[config.mk]
export PLATFORM = sky130hd
export DESIGN_NAME = sc_if_stage
export DESIGN_NICKNAME = d
export VERILOG_FILES = /design/src/rtl/sc_if_pkg.sv /design/src/rtl/sc_npc.sv /design/src/rtl/sc_if_stage.sv
export SDC_FILE = /design/constraint.sdc
export NUM_CORES = 1
export LEC_CHECK = 0
export CORE_AREA = 2 2 128 130
export DETAILED_ROUTE_END_ITERATION = 7
export DIE_AREA = 0 0 130 132
export GPL_TIMING_DRIVEN = 0
export PLACE_DENSITY = 0.77
export SYNTH_ARGS = -nofsm -noshare
export SYNTH_HDL_FRONTEND = slang
export SYNTH_SLANG_ARGS = --single-unit
[constraint.sdc]
create_clock -name clock -period 4.17 [get_ports clock]
set_input_delay 1.0425 -clock clock [delete_from_list [all_inputs] [get_ports clock]]
set_output_delay 1.0425 -clock clock [all_outputs]
set_load 0.005 [all_outputs]
[src/rtl/sc_if_pkg.sv]
// Shared definitions for the single-cycle fetch stage and its control unit.
package sc_if_pkg;

  // Fetch FSM states.
  typedef enum logic [1:0] {
    ST_IDLE  = 2'b00,
    ST_REQ   = 2'b01,
    ST_VALID = 2'b10,
    ST_FAULT = 2'b11
  } if_state_e;

  // Instruction presented to decode before the first fetch (addi x0, x0, 0).
  localparam logic [31:0] NOP_INST = 32'h0000_0013;

  // Next-PC select encodings driven by the control unit.
  localparam logic [1:0] PC_SEQ  = 2'b00;
  localparam logic [1:0] PC_BRA  = 2'b01;
  localparam logic [1:0] PC_JALR = 2'b10;
  localparam logic [1:0] PC_JAL  = 2'b11;

endpackage

[src/rtl/sc_npc.sv]
// Next-PC selection and target alignment check (purely combinational).
module sc_npc
  import sc_if_pkg::*;
(
  input  logic [31:0] pc,
  input  logic [1:0]  pcsource,
  input  logic [31:0] bra_offset,
  input  logic [31:0] jal_offset,
  input  logic [31:0] jalr_target,
  output logic [31:0] next_pc,
  output logic        misaligned
);

  // Select the candidate next PC; all adds wrap modulo 2^32.
  always_comb begin
    // NOTE: assigning a default before the case guarantees no latch is inferred.
    next_pc = pc + 32'd4;
    case (pcsource)
      PC_SEQ:  next_pc = pc + 32'd4;
      PC_BRA:  next_pc = pc + bra_offset;
      PC_JALR: next_pc = {jalr_target[31:1], 1'b0};
      PC_JAL:  next_pc = pc + jal_offset;
      default: next_pc = pc + 32'd4;
    endcase
  end

  // Instruction targets must be word aligned.
  assign misaligned = (next_pc[1:0] != 2'b00);

endmodule

[src/rtl/sc_if_stage.sv]
// Instruction fetch stage: one outstanding imem request, holds the fetched
// instruction until the core retires it, then steers the PC.
module sc_if_stage
  import sc_if_pkg::*;
#(
  parameter logic [31:0] RESET_PC = 32'h0000_0000
) (
  input  logic        clock,
  input  logic        reset,
  input  logic [1:0]  pcsource,
  input  logic [31:0] bra_offset,
  input  logic [31:0] jal_offset,
  input  logic [31:0] jalr_target,
  input  logic        retire,
  output logic        imem_req,
  output logic [31:0] imem_addr,
  input  logic        imem_rvalid,
  input  logic [31:0] imem_rdata,
  output logic [31:0] inst,
  output logic        inst_valid,
  output logic [31:0] pc,
  output logic [31:0] pc4,
  output logic        misalign
);

  if_state_e   state_q, state_d;
  logic [31:0] pc_q;
  logic [31:0] inst_q;
  logic [31:0] next_pc;
  logic        npc_misaligned;

  sc_npc u_npc (
    .pc          (pc_q),
    .pcsource    (pcsource),
    .bra_offset  (bra_offset),
    .jal_offset  (jal_offset),
    .jalr_target (jalr_target),
    .next_pc     (next_pc),
    .misaligned  (npc_misaligned)
  );

  // State register with synchronous reset.
  always_ff @(posedge clock) begin
    // NOTE: sequential state uses non-blocking assignments so every flop samples pre-edge values.
    if (reset) state_q <= ST_IDLE;
    else       state_q <= state_d;
  end

  // Next-state logic: fetch, hold until retire, redirect or trap on misalignment.
  always_comb begin
    state_d = state_q;
    case (state_q)
      ST_IDLE:  state_d = ST_REQ;
      ST_REQ:   if (imem_rvalid) state_d = ST_VALID;
      ST_VALID: if (retire) state_d = npc_misaligned ? ST_FAULT : ST_REQ;
      ST_FAULT: state_d = ST_FAULT;
      default:  state_d = ST_IDLE;
    endcase
  end

  // Outputs decoded from the current state only.
  always_comb begin
    imem_req   = (state_q == ST_REQ);
    inst_valid = (state_q == ST_VALID);
    misalign   = (state_q == ST_FAULT);
  end

  // PC and instruction holding registers; rvalid and retire only count in their own states.
  always_ff @(posedge clock) begin
    if (reset) begin
      pc_q   <= RESET_PC;
      inst_q <= NOP_INST;
    end else begin
      if (state_q == ST_REQ && imem_rvalid)
        inst_q <= imem_rdata;
      if (state_q == ST_VALID && retire && !npc_misaligned)
        pc_q <= next_pc;
    end
  end

  assign imem_addr = pc_q;
  assign pc        = pc_q;
  assign pc4       = pc_q + 32'd4;
  assign inst      = inst_q;

endmodule

==> qor.yml, run 1 <==
grt_pass1_wl_mm: 36.5
die-area_mm2: 0.0172
drv_slew: 0
grt_util_all_layers: 0.273
yosys-mux-area-fraction: 0.109
hold_buffers: 0
synth_ff_type: "dfxtp_1"
syn-num-nets: 965
tightestPinTransition_ns: 1.06
async_flop_share: 0
cts_tree: "done"
die_h_um: 132
period_minus_slack_ns: 4.05
syn2layout_area_growth_pct: 54.7
drt-wirelength-per-cell_um: 18.8
cp.arrival_ns: 4.28
yosys_warnings: 0
setup_viol: 0
switchingPower_w: 0.000607
synth_area_mm2: 0.00608
vias_per_cell: 5.53
finalNetCount: 1247
swShare: 0.309
crit_path_end_kind: "register"
multi_input_area_mm2: 0.00425
grt_setup_unrepaired: "yes"
synth_top_area_cell: "dfxtp_1"
drt-initial-drc-count: 490
most-common-layout-cells: "clkdlybuf4s50_1, nand2_1, a21oi_1"
yosysTopAreaCellShare: 0.217
grt_max_degree: 14
path_clk_slew_ns: 0.06
final_core_util: 0.599
ant_nets: 0
synth-seq-cells: 66
synth_compound_area_frac: 0.217
synth_area_leaders: "dfxtp_1, ha_1, nand2_1"
fillers: 1455
hp-class: "register to register"
maxClockFrequency_ghz: 0.247
clk_latency_ns: 0.34
synth-adder-area-share: 0.0794
p_leak_nw: 3.76
rows: 46
grt_pass1_vias: 6775
seq_power_share: 0.344
ios: 265
yosys.area_share.simple: 0.219
slew_headroom: 0.294
critPathKind: "input port to register"
p_clk_frac: 0.373
die_w_um: 130
vias: 7166
core_area_mm2: 0.0157
start_util: 0.387
power_w: 0.00197
antenna_found_initial: 0
drt_wl_total_mm: 24.4
cts_sinks: 66
cts_buffer_depth: 2
cp.required_ns: 4.40
post_route_cells_drive_above_1_share: 0.121
maxCapViolCount: 0
start_kind: "input port"
cp_max_fo: 10
syn_inst: 793
synthXorXnorAreaFrac: 0.0689
grt-ovfl-total: 0
ir_worst_vdd_mv: 0.189
seq_area_frac_synth: 0.217
hold_viol: 0
p_int_w: 0.00136
comb_power_share: 0.283
outcome: "complete, no violations"
antenna_cells: 0
hpwl_mm: 18.5
synth.avg_cell_area_um2: 7.67
synth_edf_count: 0
synth_cell_type_count: 67
final_common_cell: "clkdlybuf4s50_1"
port_buffers: 262
power-per-cell-area_mw_per_mm2: 209
routabilityCongestion: 0.956
fin_crit_sh: 0.972
fin_skew_ns: 0.00839
synth_top_family_by_area: "simple AND/OR/NAND/NOR gates"
htree_num_levels: 3
seqCellArea_mm2: 0.00132
cts_root_buf: "clkbuf_16"
dr.pass1.iters: 5
drc: 0
cts_made_buffers: 9
## layout make-up
type,count,share of cell area
inverters,19,0.00771
repair buffers,271,0.289
flip-flops and latches,66,0.141
multi-input cells,630,0.452
clock buffers,9,0.0239
clock inverters,7,0.00572
well taps,216,0.0287
plain buffers,78,0.0524
## registers in the layout (all words and copies together), names as in the netlist
signal	cells
state_q	2
imem_addr	32
inst	32
## worst max-delay path, cell delays in order
cell and delay [ns]:
clkdlybuf4s15_2 0.23, nand2_4 0.16, buf_6 0.20, mux2_2 0.36, ha_1 0.27, clkbuf_1 0.29
o211ai_1 0.32, or4_1 0.48, o21a_1 0.28, o31ai_2 0.27, mux2i_1 0.11, o221a_2 0.24
## routing by layer
| layer | share of wire | track usage | up-vias |
|---|---|---|---|
| li1 | - | - | 3393 |
| met1 | 0.41 | 0.342 | 3335 |
| met2 | 0.46 | 0.446 | 384 |
| met3 | 0.090 | 0.0564 | 54 |
| met4 | 0.040 | 0.127 | 0 |
| met5 | 0 | 0 | - |
## worst paths after layout
check	to	cells after the start	slack [ns]	from
worst min-delay path	inst[15]$_SDFFE_PP0P_	2	0.45	inst[15]$_SDFFE_PP0P_
worst max register to register	imem_addr[18]$_SDFFE_PP0P_	12	1.12	imem_addr[0]$_SDFFE_PP0P_
worst max-delay path	imem_addr[29]$_SDFFE_PP0P_	12	0.12	pcsource[1]
worst min register to register	inst[15]$_SDFFE_PP0P_	2	0.45	inst[15]$_SDFFE_PP0P_
## synthesized netlist by cell type (3+ instances only)
| cell type | n |
|---|---|
| nand2_1 | 110 |
| a21oi_1 | 76 |
| dfxtp_1 | 66 |
| nor2_1 | 53 |
| o21ai_0 | 48 |
| ha_1 | 37 |
| mux2_2 | 35 |
| buf_4 | 34 |
| clkbuf_1 | 31 |
| xnor2_1 | 30 |
| mux2i_1 | 26 |
| inv_1 | 18 |
| nand3_1 | 18 |
| nor3_1 | 18 |
| xor2_1 | 16 |
| nand4_1 | 15 |
| a31oi_1 | 14 |
| a211oi_1 | 12 |
| and3_1 | 12 |
| a21o_1 | 9 |
| and2_1 | 9 |
| o21a_1 | 9 |
| o2111ai_1 | 8 |
| o31ai_1 | 7 |
| buf_1 | 6 |
| nor4_1 | 6 |
| o211ai_1 | 6 |
| nand2b_1 | 5 |
| clkbuf_8 | 4 |
| a221oi_1 | 3 |
| nor2b_1 | 3 |
| o221ai_1 | 3 |
## repair_timing
item	in CTS	in global routing
gates cloned	0	0
endpoints found under the hold margin	0	0
setup buffers	7	2
gates resized for setup	15	13
endpoints found under the setup margin	33	12
pin swaps	3	3
## stage by stage
stage	instances	setup TNS [ns]	setup slack, ns	hold slack [ns]	cell area (um2)
final	1296	0	0.117	0.450	9410
after global routing	1296	-0.0461	-0.0259	0.469	9410
after CTS	1294	0	0.0148	0.455	9360
after detailed placement	1271	-30.57	-1.35	0.446	8980
after global placement	1271	-30.00	-1.31	0.441	8980
after floorplan	793	0	0.0230	0.453	6080
## kinds of logic after synthesis
kind of cell,after synthesis
and+or+nand+nor,271
AOI/OAI and AO/OA,212
buffers and inverters,97
DFF,66
muxes,62
xor gates and xnor gates,47
adders and majority gates,38
## power by group through the flow
stage,registers (W),logic [W],clock network [W]
after floorplan,0.000688,0.000269,0
after global placement,0.000689,0.000540,0
after detailed placement,0.000690,0.000545,0
after CTS,0.000676,0.000552,0.000737
after global routing,0.000679,0.000603,0.000760
final,0.000677,0.000557,0.000732
Note: power is estimated with default switching activity, not from simulation.
==> inputs of run 2 (changes only) <==
--- a/config.mk
+++ b/config.mk
@@ -5,11 +5,11 @@
 export SDC_FILE = /design/constraint.sdc
 export NUM_CORES = 1
 export LEC_CHECK = 0
-export CORE_AREA = 2 2 128 130
+export CORE_AREA = 2 2 159 161
 export DETAILED_ROUTE_END_ITERATION = 7
-export DIE_AREA = 0 0 130 132
+export DIE_AREA = 0 0 161 163
 export GPL_TIMING_DRIVEN = 0
-export PLACE_DENSITY = 0.77
+export RECOVER_POWER = 25
 export SYNTH_ARGS = -nofsm -noshare
 export SYNTH_HDL_FRONTEND = slang
 export SYNTH_SLANG_ARGS = --single-unit
==> qor.yml, run 2 (same netlist as run 1, synthesis figures left out) <==
htree_num_levels: 3
drt-initial-drc-count: 486
antenna_found_initial: 0
use_met3: 0.0316
grt_max_degree: 14
fin_skew_ns: 0.0111
tightestPinTransition_ns: 1.03
critPathKind: "register to output port"
switchingPower_w: 0.000619
maxCapViolCount: 0
grt-busiest-layer: "met2"
hold_buffers: 0
drt-wirelength-per-cell_um: 19.1
die_h_um: 163
power_w: 0.00203
seq_power_share: 0.333
comb_power_share: 0.274
ios: 265
drt_wl_total_mm: 27.0
drv_slew: 0
hold_viol: 0
p_clk_frac: 0.393
vias: 7002
hpwl_mm: 20.9
final_core_util: 0.386
outcome: "complete, no violations"
hp-class: "register to register"
cts_buffer_depth: 2
maxClockFrequency_ghz: 0.252
cts_root_buf: "clkbuf_16"
ant_nets: 0
dr.pass1.iters: 5
power-per-cell-area_mw_per_mm2: 213
die_w_um: 161
grt_pass1_vias: 6819
use_met2: 0.335
drc: 0
syn2layout_area_growth_pct: 56.7
cp_max_fo: 9
final_common_cell: "clkdlybuf4s50_1"
cts_tree: "done"
grt_setup_unrepaired: "no"
routabilityCongestion: 0.910
crit_path_end_kind: "output port"
core_area_mm2: 0.0247
r2r_setup_slack_ns: 1.14
port_buffers: 262
path_clk_slew_ns: 0.06
slew_headroom: 0.312
setup_viol: 0
post_route_cells_drive_above_1_share: 0.123
grt_pass1_wl_mm: 40.2
start_util: 0.247
p_leak_nw: 3.86
p_int_w: 0.00141
grt_util_all_layers: 0.198
start_kind: "register"
vias_per_cell: 4.97
most-common-layout-cells: "clkdlybuf4s50_1, nand2_1, a21oi_1"
clk_latency_ns: 0.34
cp.required_ns: 3.13
swShare: 0.305
finalNetCount: 1246
grt-ovfl-total: 0
fin_crit_sh: 0.952
cp.arrival_ns: 2.93
cts_made_buffers: 9
die-area_mm2: 0.0262
period_minus_slack_ns: 3.97
antenna_cells: 0
rows: 58
ff2ff_path_depth: 12
whs_path_depth: 2
cts_sinks: 66
ir_worst_vdd_mv: 0.169
grt_use_met1: 0.263
==> run 2: changes by cell type in the layout (fill, tap and decap cells not counted), moves of 2 or more <==
cell | before | now
buf_12 | 2 | 0
buf_4 | 42 | 46
clkdlybuf4s50_1 | 261 | 221
dfxtp_1 | 64 | 62
dfxtp_2 | 2 | 4
dlygate4sd3_1 | 0 | 40
==> run 2: final cells by class <==
cell class | instances | area [um2]
Buffer | 77 | 475
Tap cell | 330 | 413
Clock inverter | 7 | 77.6
Inverter | 19 | 72.6
Multi-Input combinational cell | 630 | 4260
Clock buffer | 9 | 225
Sequential cell | 66 | 1330
Fill cell | 2579 | 15100
Timing Repair Buffer | 271 | 2690
==> run 2: timing repair <==
action	in CTS	in global routing
endpoints found under the setup margin	37	14
resized for setup	19	15
buffers inserted	9	0
pin swaps	3	1
==> run 2: through the flow <==
| stage | TNS (ns) | instance area (um2) | worst slack [ns] | cells | hold slack [ns] |
|---|---|---|---|---|---|
| 2_1_floorplan | 0 | 6080 | 0.0230 | 793 | 0.453 |
| 3_3_place_gp | -30.36 | 9120 | -1.33 | 1385 | 0.441 |
| 3_5_place_dp | -31.21 | 9120 | -1.36 | 1385 | 0.446 |
| 4_1_cts | 0 | 9530 | 0.00703 | 1410 | 0.455 |
| 5_1_grt | 0 | 9530 | 0.0134 | 1409 | 0.471 |
| 6_report | 0 | 9530 | 0.200 | 1409 | 0.449 |
==> run 2: worst max-delay path, cell delays in order (launching register included) <==
cell,delay [ns]
dfxtp_1,0.56
nand4_4,0.23
nor4_4,0.50
and2_2,0.34
nand4_1,0.14
xnor2_1,0.25
clkdlybuf4s50_1,0.58
==> run 2: power groups by stage <==
stage	sequential (W)	combinational, W	clock, W
finish	0.000676	0.000556	0.000800
floorplan	0.000688	0.000269	0
CTS	0.000677	0.000563	0.000813
global route	0.000680	0.000603	0.000843
global placement	0.000690	0.000553	0
detailed placement	0.000691	0.000556	0
==> run 2: path summary, 6_finish.rpt <==
kind / end / start
max reg2reg: imem_addr[28]$_SDFFE_PP0P_ / imem_addr[0]$_SDFFE_PP0P_
max: pc4[30] / imem_addr[6]$_SDFFE_PP0P_
min: inst[27]$_SDFFE_PP0P_ / inst[27]$_SDFFE_PP0P_
min reg2reg: inst[27]$_SDFFE_PP0P_ / inst[27]$_SDFFE_PP0P_
==> run 2: metal layers <==
layer | wire length, um | up-vias
met5 | 0 | -
met4 | 437 | 0
met3 | 1870 | 30
met2 | 12500 | 317
met1 | 12200 | 3251
li1 | - | 3404
==> variant, RTL diff (config.mk and constraints of run 2) <==
Register the output `inst_valid`, without a reset; this adds one clock of latency there. The other outputs are not delayed to match.
--- a/src/rtl/sc_if_stage.sv
+++ b/src/rtl/sc_if_stage.sv
@@ -22,6 +22,8 @@
   output logic [31:0] pc4,
   output logic        misalign
 );
+
+  logic inst_valid_d;
 
   if_state_e   state_q, state_d;
   logic [31:0] pc_q;
@@ -61,7 +63,7 @@
   // Outputs decoded from the current state only.
   always_comb begin
     imem_req   = (state_q == ST_REQ);
-    inst_valid = (state_q == ST_VALID);
+    inst_valid_d = (state_q == ST_VALID);
     misalign   = (state_q == ST_FAULT);
   end
 
@@ -83,5 +85,9 @@
   assign pc4       = pc_q + 32'd4;
   assign inst      = inst_q;
 
+  always_ff @(posedge clock) begin
+    inst_valid <= inst_valid_d;
+  end
+
 endmodule
 
Function: changed (Yosys sat finds a counterexample within 4 cycles, from zero or initial values and one cycle with reset high).
==> variant against run 2 <==
Maximum frequency is 1.2% lower. Via count grew 0.71%. Largest power group unchanged. Area after synthesis up 0.33%. Critical path type is now in -> reg. Worst setup slack worse by 46 ps. Power down 0.15%. Wire length decreased by 1.6%. Final area is 0.29% higher. Sequential cell count increased by 1.
==> variant: results (changes against run 2) <==
status=finished clean (unchanged); Worst IR Drop VDD=0.174 mV (was 0.169 mV); met3 WL=1.65 mm (was 1.87 mm); number of buffers added by the clock tree synthesis step=9 (unchanged); launch point of the worst hold path=inst[13]$_SDFFE_PP0P_ (was inst[27]$_SDFFE_PP0P_); Setup Fix Bufs, Post-CTS=5 (was 9); cell count after placement=1,386 (was 1,385); first-pass GRT wire length=39.5 mm (was 40.2 mm); worst rel slew slack=0.330 (was 0.312); Cell Area, Placed=9140 µm² (was 9120 µm²); Post-Synthesis Cells=794 (was 793); drt via density=4.99 (was 4.97); Worst Path Arrival=4300 ps (was 2930 ps); most common library cells after synthesis=sky130_fd_sc_hd__nand2_1 (110), sky130_fd_sc_hd__a21oi_1 (76), sky130_fd_sc_hd__dfxtp_1 (67) (was sky130_fd_sc_hd__nand2_1 (110), sky130_fd_sc_hd__a21oi_1 (76), sky130_fd_sc_hd__dfxtp_1 (66)); GR met1 Demand/Resource=0.257 (was 0.263); launching instance or port of the critical path=pcsource[0] (was imem_addr[6]$_SDFFE_PP0P_); placed wire-length estimate=20.3 mm (was 20.9 mm); drt initial violations=528 (was 486); pre-CTS worst setup slack=-1350 ps (was -1360 ps); largest net degree at the start of global routing=13 (was 14); via count of the first global-routing pass=6,780 (was 6,819); number of nets in the synthesized netlist=966 (was 965); global routing usage on met3=0.0331 (was 0.0316); sequential element share of the synthesized area=0.220 (was 0.217); total via count in the routed design=7,052 (was 7,002); Synth top area share=0.220 (was 0.217); total met2 wirelength after detailed routing=12.1 mm (was 12.5 mm); Net count, final=1,249 (was 1,246); global-route usage over all layers=0.196 (was 0.198); WL final=26.5 mm (was 27.0 mm); met2 track demand over resource in global routing=0.324 (was 0.335); M1 wire length=12.1 mm (was 12.2 mm); top cells by area, synth=sky130_fd_sc_hd__dfxtp_1 (22%), sky130_fd_sc_hd__ha_1 (7.6%), sky130_fd_sc_hd__nand2_1 (6.8%), sky130_fd_sc_hd__mux2_2 (6.5%), sky130_fd_sc_hd__a21oi_1 (6.2%) (was sky130_fd_sc_hd__dfxtp_1 (22%), sky130_fd_sc_hd__ha_1 (7.6%), sky130_fd_sc_hd__nand2_1 (6.8%), sky130_fd_sc_hd__mux2_2 (6.5%), sky130_fd_sc_hd__a21oi_1 (6.3%)); layout cells sized above 1=0.120 (was 0.123); capture point of the critical path=imem_addr[29]$_SDFFE_PP0P_ (was pc4[30]); final estimated routing congestion in global placement=0.902 (was 0.910); number of resized instances in the post-cts repair step=20 (was 19); Setup Skew=9.17 ps (was 11.1 ps); final cycle utilization of the critical path=0.963 (was 0.952); maximum fanout encountered on the critical timing path=10 (was 9)
[variant: layout make-up]
type                    count  area [µm²]
clock buffers              10         229
clock inverters             6        66.3
well taps                 330         413
repair buffers            272        2710
flip-flops and latches     67        1350
inverters                  19        72.6
plain buffers              78         487
multi-input cells         630        4240
fillers                  2561       15100
[variant: worst max-delay path, stage by stage]
cell	delay [ps]
sky130_fd_sc_hd__buf_4	160
sky130_fd_sc_hd__nand2_4	130
sky130_fd_sc_hd__buf_2	340
sky130_fd_sc_hd__mux2_2	410
sky130_fd_sc_hd__ha_1	410
sky130_fd_sc_hd__nand2_1	140
sky130_fd_sc_hd__or4_1	530
sky130_fd_sc_hd__o21a_1	260
sky130_fd_sc_hd__o31ai_1	390
sky130_fd_sc_hd__mux2i_1	260
sky130_fd_sc_hd__o221a_2	200
[variant: how the worst min path moves through the flow]
| stage | cells after the start | to | slack [ps] |
|---|---|---|---|
| after floorplan | 2 | inst[10]$_SDFFE_PP0P_ | 450 |
| after global placement | 2 | inst[24]$_SDFFE_PP0P_ | 440 |
| after detailed placement | 2 | inst[19]$_SDFFE_PP0P_ | 450 |
| after CTS | 2 | inst[19]$_SDFFE_PP0P_ | 460 |
| after global routing | 2 | inst[8]$_SDFFE_PP0P_ | 470 |
| final | 2 | inst[13]$_SDFFE_PP0P_ | 450 |
[variant: cell families after synthesis]
logic type / count (synthesis) / share of synthesized area
fa+ha+maj: 38 / 0.0791
mux: 62 / 0.109
simple gates: 271 / 0.218
xor+xnor: 47 / 0.0687
compound gates: 212 / 0.216
buf+inv: 97 / 0.0890
flops: 67 / 0.220
[variant: report_power, final]
group / switching, mW / total [mW] / leakage (nW) / internal (mW)
logic: 0.261 / 0.554 / 3.18 / 0.293
registers: 0.0232 / 0.687 / 0.546 / 0.664
clock network: 0.324 / 0.788 / 0.135 / 0.464
